File: src/rtl/cordic_iter_ctrl_if.sv
// Command, result and shared add/sub signals of the CORDIC iteration sequencer.
// The controller uses the slave modport; the command source and ALU side use master.
`default_nettype none

interface cordic_iter_ctrl_if;
  logic               Start;
  logic signed [15:0] X_in;
  logic signed [15:0] Y_in;
  logic signed [15:0] Z_in;
  logic               Busy;
  logic               Done;
  logic signed [15:0] X_out;
  logic signed [15:0] Y_out;
  logic signed [15:0] Z_out;
  logic signed [15:0] Alu_a;
  logic signed [15:0] Alu_b;
  logic               Alu_enable;
  logic signed [15:0] Alu_res;

  modport slave (
    input  Start, X_in, Y_in, Z_in, Alu_res,
    output Busy, Done, X_out, Y_out, Z_out, Alu_a, Alu_b, Alu_enable
  );

  modport master (
    output Start, X_in, Y_in, Z_in, Alu_res,
    input  Busy, Done, X_out, Y_out, Z_out, Alu_a, Alu_b, Alu_enable
  );
endinterface

`default_nettype wire

File: src/rtl/cordic_iter_ctrl.sv
// Iterative CORDIC rotation sequencer sharing one registered saturating add/sub unit.
// Optional quadrant pre-rotation enabled by defining CORDIC_QUAD_EXT_EN.
`default_nettype none

module cordic_iter_ctrl #(
  parameter int ITER = 14
) (
  input  wire logic         Clk,
  input  wire logic         Reset,
  cordic_iter_ctrl_if.slave bus
);

  localparam logic [2:0] IDLE = 3'd0;
  localparam logic [2:0] S_X  = 3'd1;
  localparam logic [2:0] S_Y  = 3'd2;
  localparam logic [2:0] S_Z  = 3'd3;
  localparam logic [2:0] S_W  = 3'd4;
`ifdef CORDIC_QUAD_EXT_EN
  localparam logic [2:0] S_PRE  = 3'd5;
  localparam logic [2:0] S_PREW = 3'd6;
  localparam logic signed [15:0] HALF_PI     = 16'sd12868;
  localparam logic signed [15:0] NEG_HALF_PI = -16'sd12868;
`endif
  localparam logic [3:0] LAST = 4'(ITER - 1);

  logic [2:0]         state_q, state_d;
  logic [3:0]         i_q, i_d;
  logic signed [15:0] x_q, x_d, y_q, y_d, z_q, z_d;
  logic signed [15:0] xn_q, xn_d, yn_q, yn_d;
  logic signed [15:0] xo_q, xo_d, yo_q, yo_d, zo_q, zo_d;
  logic               done_q, done_d;
  logic               dir;

  function automatic logic signed [15:0] atan_rom(input logic [3:0] idx);
    case (idx)
      4'd0:    atan_rom = 16'sd6434;
      4'd1:    atan_rom = 16'sd3798;
      4'd2:    atan_rom = 16'sd2007;
      4'd3:    atan_rom = 16'sd1019;
      4'd4:    atan_rom = 16'sd511;
      4'd5:    atan_rom = 16'sd256;
      4'd6:    atan_rom = 16'sd128;
      4'd7:    atan_rom = 16'sd64;
      4'd8:    atan_rom = 16'sd32;
      4'd9:    atan_rom = 16'sd16;
      4'd10:   atan_rom = 16'sd8;
      4'd11:   atan_rom = 16'sd4;
      4'd12:   atan_rom = 16'sd2;
      4'd13:   atan_rom = 16'sd1;
      default: atan_rom = 16'sd0;
    endcase
  endfunction

`ifdef CORDIC_QUAD_EXT_EN
  function automatic logic signed [15:0] neg_sat(input logic signed [15:0] v);
    neg_sat = (v == -16'sd32768) ? 16'sd32767 : -v;
  endfunction
`endif

  // Rotation direction is fixed per iteration because z only changes in S_W.
  assign dir = ~z_q[15];

  always_ff @(posedge Clk or posedge Reset) begin
    if (Reset) begin
      state_q <= IDLE;
      i_q     <= '0;
      x_q     <= '0;
      y_q     <= '0;
      z_q     <= '0;
      xn_q    <= '0;
      yn_q    <= '0;
      xo_q    <= '0;
      yo_q    <= '0;
      zo_q    <= '0;
      done_q  <= 1'b0;
    end else begin
      state_q <= state_d;
      i_q     <= i_d;
      x_q     <= x_d;
      y_q     <= y_d;
      z_q     <= z_d;
      xn_q    <= xn_d;
      yn_q    <= yn_d;
      xo_q    <= xo_d;
      yo_q    <= yo_d;
      zo_q    <= zo_d;
      done_q  <= done_d;
    end
  end

  always_comb begin
    state_d = state_q;
    i_d     = i_q;
    x_d     = x_q;
    y_d     = y_q;
    z_d     = z_q;
    xn_d    = xn_q;
    yn_d    = yn_q;
    xo_d    = xo_q;
    yo_d    = yo_q;
    zo_d    = zo_q;
    done_d  = 1'b0;
    case (state_q)
      IDLE: begin
        if (bus.Start) begin
          x_d = bus.X_in;
          y_d = bus.Y_in;
          z_d = bus.Z_in;
          i_d = '0;
`ifdef CORDIC_QUAD_EXT_EN
          state_d = S_PRE;
`else
          state_d = S_X;
`endif
        end
      end
      S_X: state_d = S_Y;
      S_Y: begin
        xn_d    = bus.Alu_res;
        state_d = S_Z;
      end
      S_Z: begin
        yn_d    = bus.Alu_res;
        state_d = S_W;
      end
      S_W: begin
        x_d = xn_q;
        y_d = yn_q;
        z_d = bus.Alu_res;
        if (i_q == LAST) begin
          xo_d    = xn_q;
          yo_d    = yn_q;
          zo_d    = bus.Alu_res;
          done_d  = 1'b1;
          state_d = IDLE;
        end else begin
          i_d     = i_q + 4'd1;
          state_d = S_X;
        end
      end
`ifdef CORDIC_QUAD_EXT_EN
      S_PRE: begin
        if (z_q > HALF_PI) begin
          x_d = neg_sat(y_q);
          y_d = x_q;
        end else if (z_q < NEG_HALF_PI) begin
          x_d = y_q;
          y_d = neg_sat(x_q);
        end
        state_d = S_PREW;
      end
      S_PREW: begin
        z_d     = bus.Alu_res;
        state_d = S_X;
      end
`endif
      default: state_d = IDLE;
    endcase
  end

  always_comb begin
    bus.Alu_a      = '0;
    bus.Alu_b      = '0;
    bus.Alu_enable = 1'b0;
    case (state_q)
      S_X: begin
        bus.Alu_a      = x_q;
        bus.Alu_b      = y_q >>> i_q;
        bus.Alu_enable = ~dir;
      end
      S_Y: begin
        bus.Alu_a      = y_q;
        bus.Alu_b      = x_q >>> i_q;
        bus.Alu_enable = dir;
      end
      S_Z: begin
        bus.Alu_a      = z_q;
        bus.Alu_b      = atan_rom(i_q);
        bus.Alu_enable = ~dir;
      end
`ifdef CORDIC_QUAD_EXT_EN
      S_PRE: begin
        bus.Alu_a = z_q;
        if (z_q > HALF_PI) begin
          bus.Alu_b      = HALF_PI;
          bus.Alu_enable = 1'b0;
        end else if (z_q < NEG_HALF_PI) begin
          bus.Alu_b      = HALF_PI;
          bus.Alu_enable = 1'b1;
        end else begin
          bus.Alu_b      = '0;
          bus.Alu_enable = 1'b1;
        end
      end
`endif
      default: ;
    endcase
  end

  assign bus.Busy  = (state_q != IDLE);
  assign bus.Done  = done_q;
  assign bus.X_out = xo_q;
  assign bus.Y_out = yo_q;
  assign bus.Z_out = zo_q;

endmodule

`default_nettype wire

File: src/flat_wrapper.sv
// flat-port wrapper written by rule: the top's interface ports become plain ports
module cordic_iter_ctrl_flat 
#(
  parameter int ITER = 14
)
  (Clk, Reset, bus_Start, bus_X_in, bus_Y_in, bus_Z_in, bus_Alu_res, bus_Busy, bus_Done, bus_X_out, bus_Y_out, bus_Z_out, bus_Alu_a, bus_Alu_b, bus_Alu_enable);
  cordic_iter_ctrl_if bus_i ();
  input  wire logic Clk;
  input  wire logic Reset;
  input wire logic [$bits(bus_i.Start)-1:0] bus_Start;
  input wire logic [$bits(bus_i.X_in)-1:0] bus_X_in;
  input wire logic [$bits(bus_i.Y_in)-1:0] bus_Y_in;
  input wire logic [$bits(bus_i.Z_in)-1:0] bus_Z_in;
  input wire logic [$bits(bus_i.Alu_res)-1:0] bus_Alu_res;
  output wire logic [$bits(bus_i.Busy)-1:0] bus_Busy;
  output wire logic [$bits(bus_i.Done)-1:0] bus_Done;
  output wire logic [$bits(bus_i.X_out)-1:0] bus_X_out;
  output wire logic [$bits(bus_i.Y_out)-1:0] bus_Y_out;
  output wire logic [$bits(bus_i.Z_out)-1:0] bus_Z_out;
  output wire logic [$bits(bus_i.Alu_a)-1:0] bus_Alu_a;
  output wire logic [$bits(bus_i.Alu_b)-1:0] bus_Alu_b;
  output wire logic [$bits(bus_i.Alu_enable)-1:0] bus_Alu_enable;
  assign bus_i.Start = bus_Start;
  assign bus_i.X_in = bus_X_in;
  assign bus_i.Y_in = bus_Y_in;
  assign bus_i.Z_in = bus_Z_in;
  assign bus_i.Alu_res = bus_Alu_res;
  assign bus_Busy = bus_i.Busy;
  assign bus_Done = bus_i.Done;
  assign bus_X_out = bus_i.X_out;
  assign bus_Y_out = bus_i.Y_out;
  assign bus_Z_out = bus_i.Z_out;
  assign bus_Alu_a = bus_i.Alu_a;
  assign bus_Alu_b = bus_i.Alu_b;
  assign bus_Alu_enable = bus_i.Alu_enable;
  cordic_iter_ctrl #(.ITER(ITER)) u_core (.Clk(Clk), .Reset(Reset), .bus(bus_i));
endmodule
File: config.mk
export PLATFORM = sky130hd
export DESIGN_NAME = cordic_iter_ctrl_flat
export DESIGN_NICKNAME = d
export VERILOG_FILES = /design/src/rtl/cordic_iter_ctrl_if.sv /design/src/rtl/cordic_iter_ctrl.sv /design/src/flat_wrapper.sv
export SDC_FILE = /design/constraint.sdc
export NUM_CORES = 1
export LEC_CHECK = 0
export ABC_AREA = 0
export CORE_ASPECT_RATIO = 0.9
export CORE_MARGIN = 10
export CORE_UTILIZATION = 40
export CTS_BUF_LIST = sky130_fd_sc_hd__clkbuf_4
export DETAILED_ROUTE_END_ITERATION = 6
export PLACE_DENSITY = 0.65
export RECOVER_POWER = 50
export SYNTH_ARGS = -nofsm -noshare
export SYNTH_HDL_FRONTEND = slang
export SYNTH_SLANG_ARGS = --single-unit
File: constraint.sdc
create_clock -name Clk -period 5.95 [get_ports Clk]
set_input_delay 1.19 -clock Clk [delete_from_list [all_inputs] [get_ports Clk]]
set_output_delay 1.19 -clock Clk [all_outputs]
set_load 0.03 [all_outputs]
==> reports/results.txt <==
The fraction of the mapped netlist area in compound gates was 16.0%. The library cell used most frequently in the layout, excluding fill and tap cells, is sky130_fd_sc_hd__nand2_1. The switching power as a share of total power is 45.8%, and the area taken by multi-input logic gates is 0.00341 mm². Synthesis inferred 136 register bits. The tools report the largest clock skew in the final design as 0.0130 ns. Clock-pin slew was measured on the worst setup and hold paths at 0.11 ns. The critical path ends at bus_Alu_b[1]. Summed over all layers, the global routing overflow is 0. The ratio of routed vias to standard cells came out at 5.60. The proportion of synthesized area in mux cells came out at 16.8%. For this run, design rule violations remaining after detail routing come to 0.

After legalization and detailed placement, the total HPWL measured 17400 µm. For the pin with the worst max-slew slack, the measured transition is 3.91 ns. Tracing the worst setup path back leads to its startpoint at u_core.state_q[1].

The H-tree was split into 4 levels. The total routed wirelength was 23700 µm. In this run the horizontal extent of the chip is 160 µm. The final route contains 6134 vias. The top cell types in the final layout, fill and taps aside, are sky130_fd_sc_hd__nand2_1 (166), sky130_fd_sc_hd__clkdlybuf4s50_1 (147), sky130_fd_sc_hd__dfrtp_1 (136). The worst register-to-register path begins at u_core.i_q[1].

The number of enable flip-flop cells after synthesis was 0. The routability congestion estimate from global placement is 0.950, and the count of final max-slew check failures is 109. Compared with the post-synthesis result, the final layout area differs by 28.0%.

Number of buffers on the longest clock path: 2. In this run the standard cell core region covers 0.0175 mm². The post-cts resize count was 0.

The number of iterations in the first detailed-routing pass is 5, and the total setup violations reported at the end of the flow is 0. Of the total power, registers draw 31.3%. For the finished layout, the period the worst path requires is 5.27 ns. The data required time of the critical path came out at 4.76 ns. In this run the static leakage power is 3.83 nW.

For the largest net degree at the start of global routing, the log shows 90. Dividing the synthesized area by the synthesized cell count gives 9.87 µm². The tools report the max-slew headroom at the worst pin as -162%. The number of hold violations in the final report came out at 0.

The logs give 2.47 ns for the worst-case register-to-register setup slack and 190 MHz for the fmax. STA classifies the critical path endpoint as an output pin. TritonCTS created 17 clock buffers. TritonCTS built the clock tree. The tools report the number of cell rows as 46.

Setup repair after global routing left no endpoint under its margin. The share of synthesized flip-flops with an asynchronous set or reset is 100%, and the fraction of layout cells with a size suffix above 1 is 15.2%. Across the run, the number of max-cap violations was 2. CTS saw 136 sinks. The routed wirelength normalized by instance count came out at 21.6 µm. The post-synthesis net count came out at 792.

IR analysis of the VDD net gives a maximum drop of 0.208 mV. The post-synthesis adder-cell area fraction is 1.24%, and the number of instances in the synthesized netlist is 718. For the data arrival at the endpoint of the critical path, the log shows 4.08 ns. For the worst-skew pair, the clock arrives at the later sink with an insertion delay of 0.55 ns.

After synthesis, the largest family of logic cells by area is multiplexers. The power density of the placed cells is 549 mW/mm². The full die area is 0.0235 mm², and the maximum fanout along the worst path is 28. Overall power consumption after layout is estimated at 0.00498 W. The count of buffers added on input and output ports is 149. After Yosys synthesis, and, or, nand and nor cells account for 13.9% of the synthesized area. The logs give 6119 for the via count of the first global-routing pass and 0.00709 mm² for the post-synthesis instance area. Of the synthesized area, sequential elements account for 48.0%. The checks that failed: capacitance limit, slew limit.

For the initial detailed-routing violation count, the log shows 639. Counting distinct cell types in the post-synthesis netlist gives 50. In this run the power spent charging and discharging nets is 0.00228 W.

The internal power of the cells is 0.00270 W, and the number of buffers inserted to repair setup after CTS is 0. During synthesis, Yosys emitted a total of 0 warnings. The sequential standard cell area was 0.00340 mm². The number of fillers in the final layout is 1647, and the number of antenna violations at the first check in global routing is 1. For this design, the CTS-stage hold fixing added 0 buffers. The first global-routing pass estimated 36900 µm of wire. Startpoint type of the worst setup path: a flip-flop. After the last flow step, the layout net total stands at 916. The y dimension of the die was 146 µm. Setup total negative slack on the finished layout was measured at 0 ns. The fraction of the cycle the final worst path needs works out to 88.5%.

Flip-flop cell with the highest count after synthesis: sky130_fd_sc_hd__dfrtp_1. In this run, the clock network consumes 14.5% of the power. The setup path with the least slack is of type reg -> out. The worst register-to-register path ends at u_core.bus.Y_out[6]. The combined global-route utilization of all metal layers was 20.1%. The count of boundary I/O pins is 150. The synthesized netlist devotes 0.124% of its cell area to XOR and XNOR gates. The run gives 0 as the antenna violation net count after detailed routing. The cell depth of the worst flop-to-flop path came out at 6. Combinational logic burns 54.2% of the power. The type of the tightest min-delay check was reg -> reg.

The run finished, with violations left. The effective utilization at floorplan came out at 40.5%. The tools report the root cell of the clock tree as sky130_fd_sc_hd__clkbuf_4.
power by group through the flow:
stage | clock, W | combinational, W | sequential, W
floorplan | 0 | 0.00184 | 0.00145
global placement | 0 | 0.00269 | 0.00156
detailed placement | 0 | 0.00271 | 0.00156
CTS | 0.000736 | 0.00271 | 0.00154
global route | 0.000777 | 0.00294 | 0.00159
finish | 0.000722 | 0.00270 | 0.00156
metrics by stage:
stage	utilization [%]	hold slack [ns]	cells	instance area, µm²	setup slack (ns)
6_report	51.9	0.496	1095	9080	0.682
5_1_grt	51.9	0.521	1094	9070	0.469
4_1_cts	52.0	0.492	1094	9100	0.946
3_5_place_dp	50.1	0.466	1063	8760	1.57
3_3_place_gp	50.1	0.459	1063	8760	1.59
2_1_floorplan	-	0.444	718	7090	1.12
how the worst min path moves through the flow:
stage / from / to / slack, ns / depth (start not counted)
floorplan: u_core.z_q[0] / u_core.z_q[0] / 0.44 / 2
global route: u_core.z_q[14] / u_core.z_q[14] / 0.52 / 2
detailed placement: u_core.z_q[14] / u_core.z_q[14] / 0.47 / 2
CTS: u_core.z_q[14] / u_core.z_q[14] / 0.49 / 2
global placement: u_core.z_q[14] / u_core.z_q[14] / 0.46 / 2
finish: u_core.z_q[2] / u_core.z_q[2] / 0.50 / 2
state kept, by name (all words and copies together) (netlist names):
name	count
u_core.i_q	4
u_core.bus.X_out	16
u_core.bus.Z_out	16
u_core.y_q	16
u_core.bus.Y_out	16
u_core.z_q	16
u_core.x_q	16
u_core.state_q	3
u_core.xn_q	16
u_core.yn_q	16
u_core.bus.Done	1
final cells by class:
type                    count  area share [%]
diodes                      1          0.0276
clock buffers              18            1.49
clock inverters            13            2.22
inverters                   8           0.345
multi-input cells         516            37.6
flip-flops and latches    136            37.5
well taps                 240            3.31
repair buffers            163            17.5
per-layer routing:
layer  part of all wire (%)  vias up  track usage, %
met1                     44     2962            26.8
met2                     43      283            29.3
li1                       -     2831               -
met3                    9.6       58            7.22
met4                    3.6        0            7.80
met5                      0        -               0
critical path, cell delays in order, from the launching register on:
cell and delay [ns]:
sky130_fd_sc_hd__dfrtp_1 0.38, sky130_fd_sc_hd__buf_4 0.22, sky130_fd_sc_hd__or3b_1 0.75, sky130_fd_sc_hd__clkbuf_1 0.57, sky130_fd_sc_hd__mux4_2 0.32, sky130_fd_sc_hd__nor2_1 0.04
sky130_fd_sc_hd__a311o_1 0.35, sky130_fd_sc_hd__o22ai_1 0.17, sky130_fd_sc_hd__clkdlybuf4s50_1 0.71
cell usage after synthesis, drive strengths merged, types with 2 or more instances:
library cell | count | share of area [%]
nand2 | 166 | 8.8
dfrtp | 136 | 48
mux2 | 66 | 10
o21ai | 66 | 4.7
o22ai | 52 | 4.6
clkbuf | 38 | 2.0
nor2 | 36 | 1.9
a22oi | 20 | 2.1
buf | 20 | 1.6
mux4 | 18 | 5.7
a21oi | 13 | 0.92
nand2b | 9 | 0.79
ha | 7 | 1.2
inv | 7 | 0.37
nand3 | 7 | 0.49
a211oi | 6 | 0.64
nor2b | 5 | 0.44
mux2i | 4 | 0.56
a21o | 3 | 0.32
a221o | 3 | 0.42
a22o | 3 | 0.37
a31oi | 3 | 0.26
nor3 | 3 | 0.21
a2111oi | 2 | 0.25
nor3b | 2 | 0.28
nor4 | 2 | 0.18
nor4bb | 2 | 0.28
o21a | 2 | 0.21
o31ai | 2 | 0.21
kinds of logic after synthesis:
kind of cell,after synthesis
simple gates,237
compound gates,183
flops,136
mux,88
buf+inv,66
fa+ha+maj,7
xor+xnor,1
(Power assumes the default switching activity.)
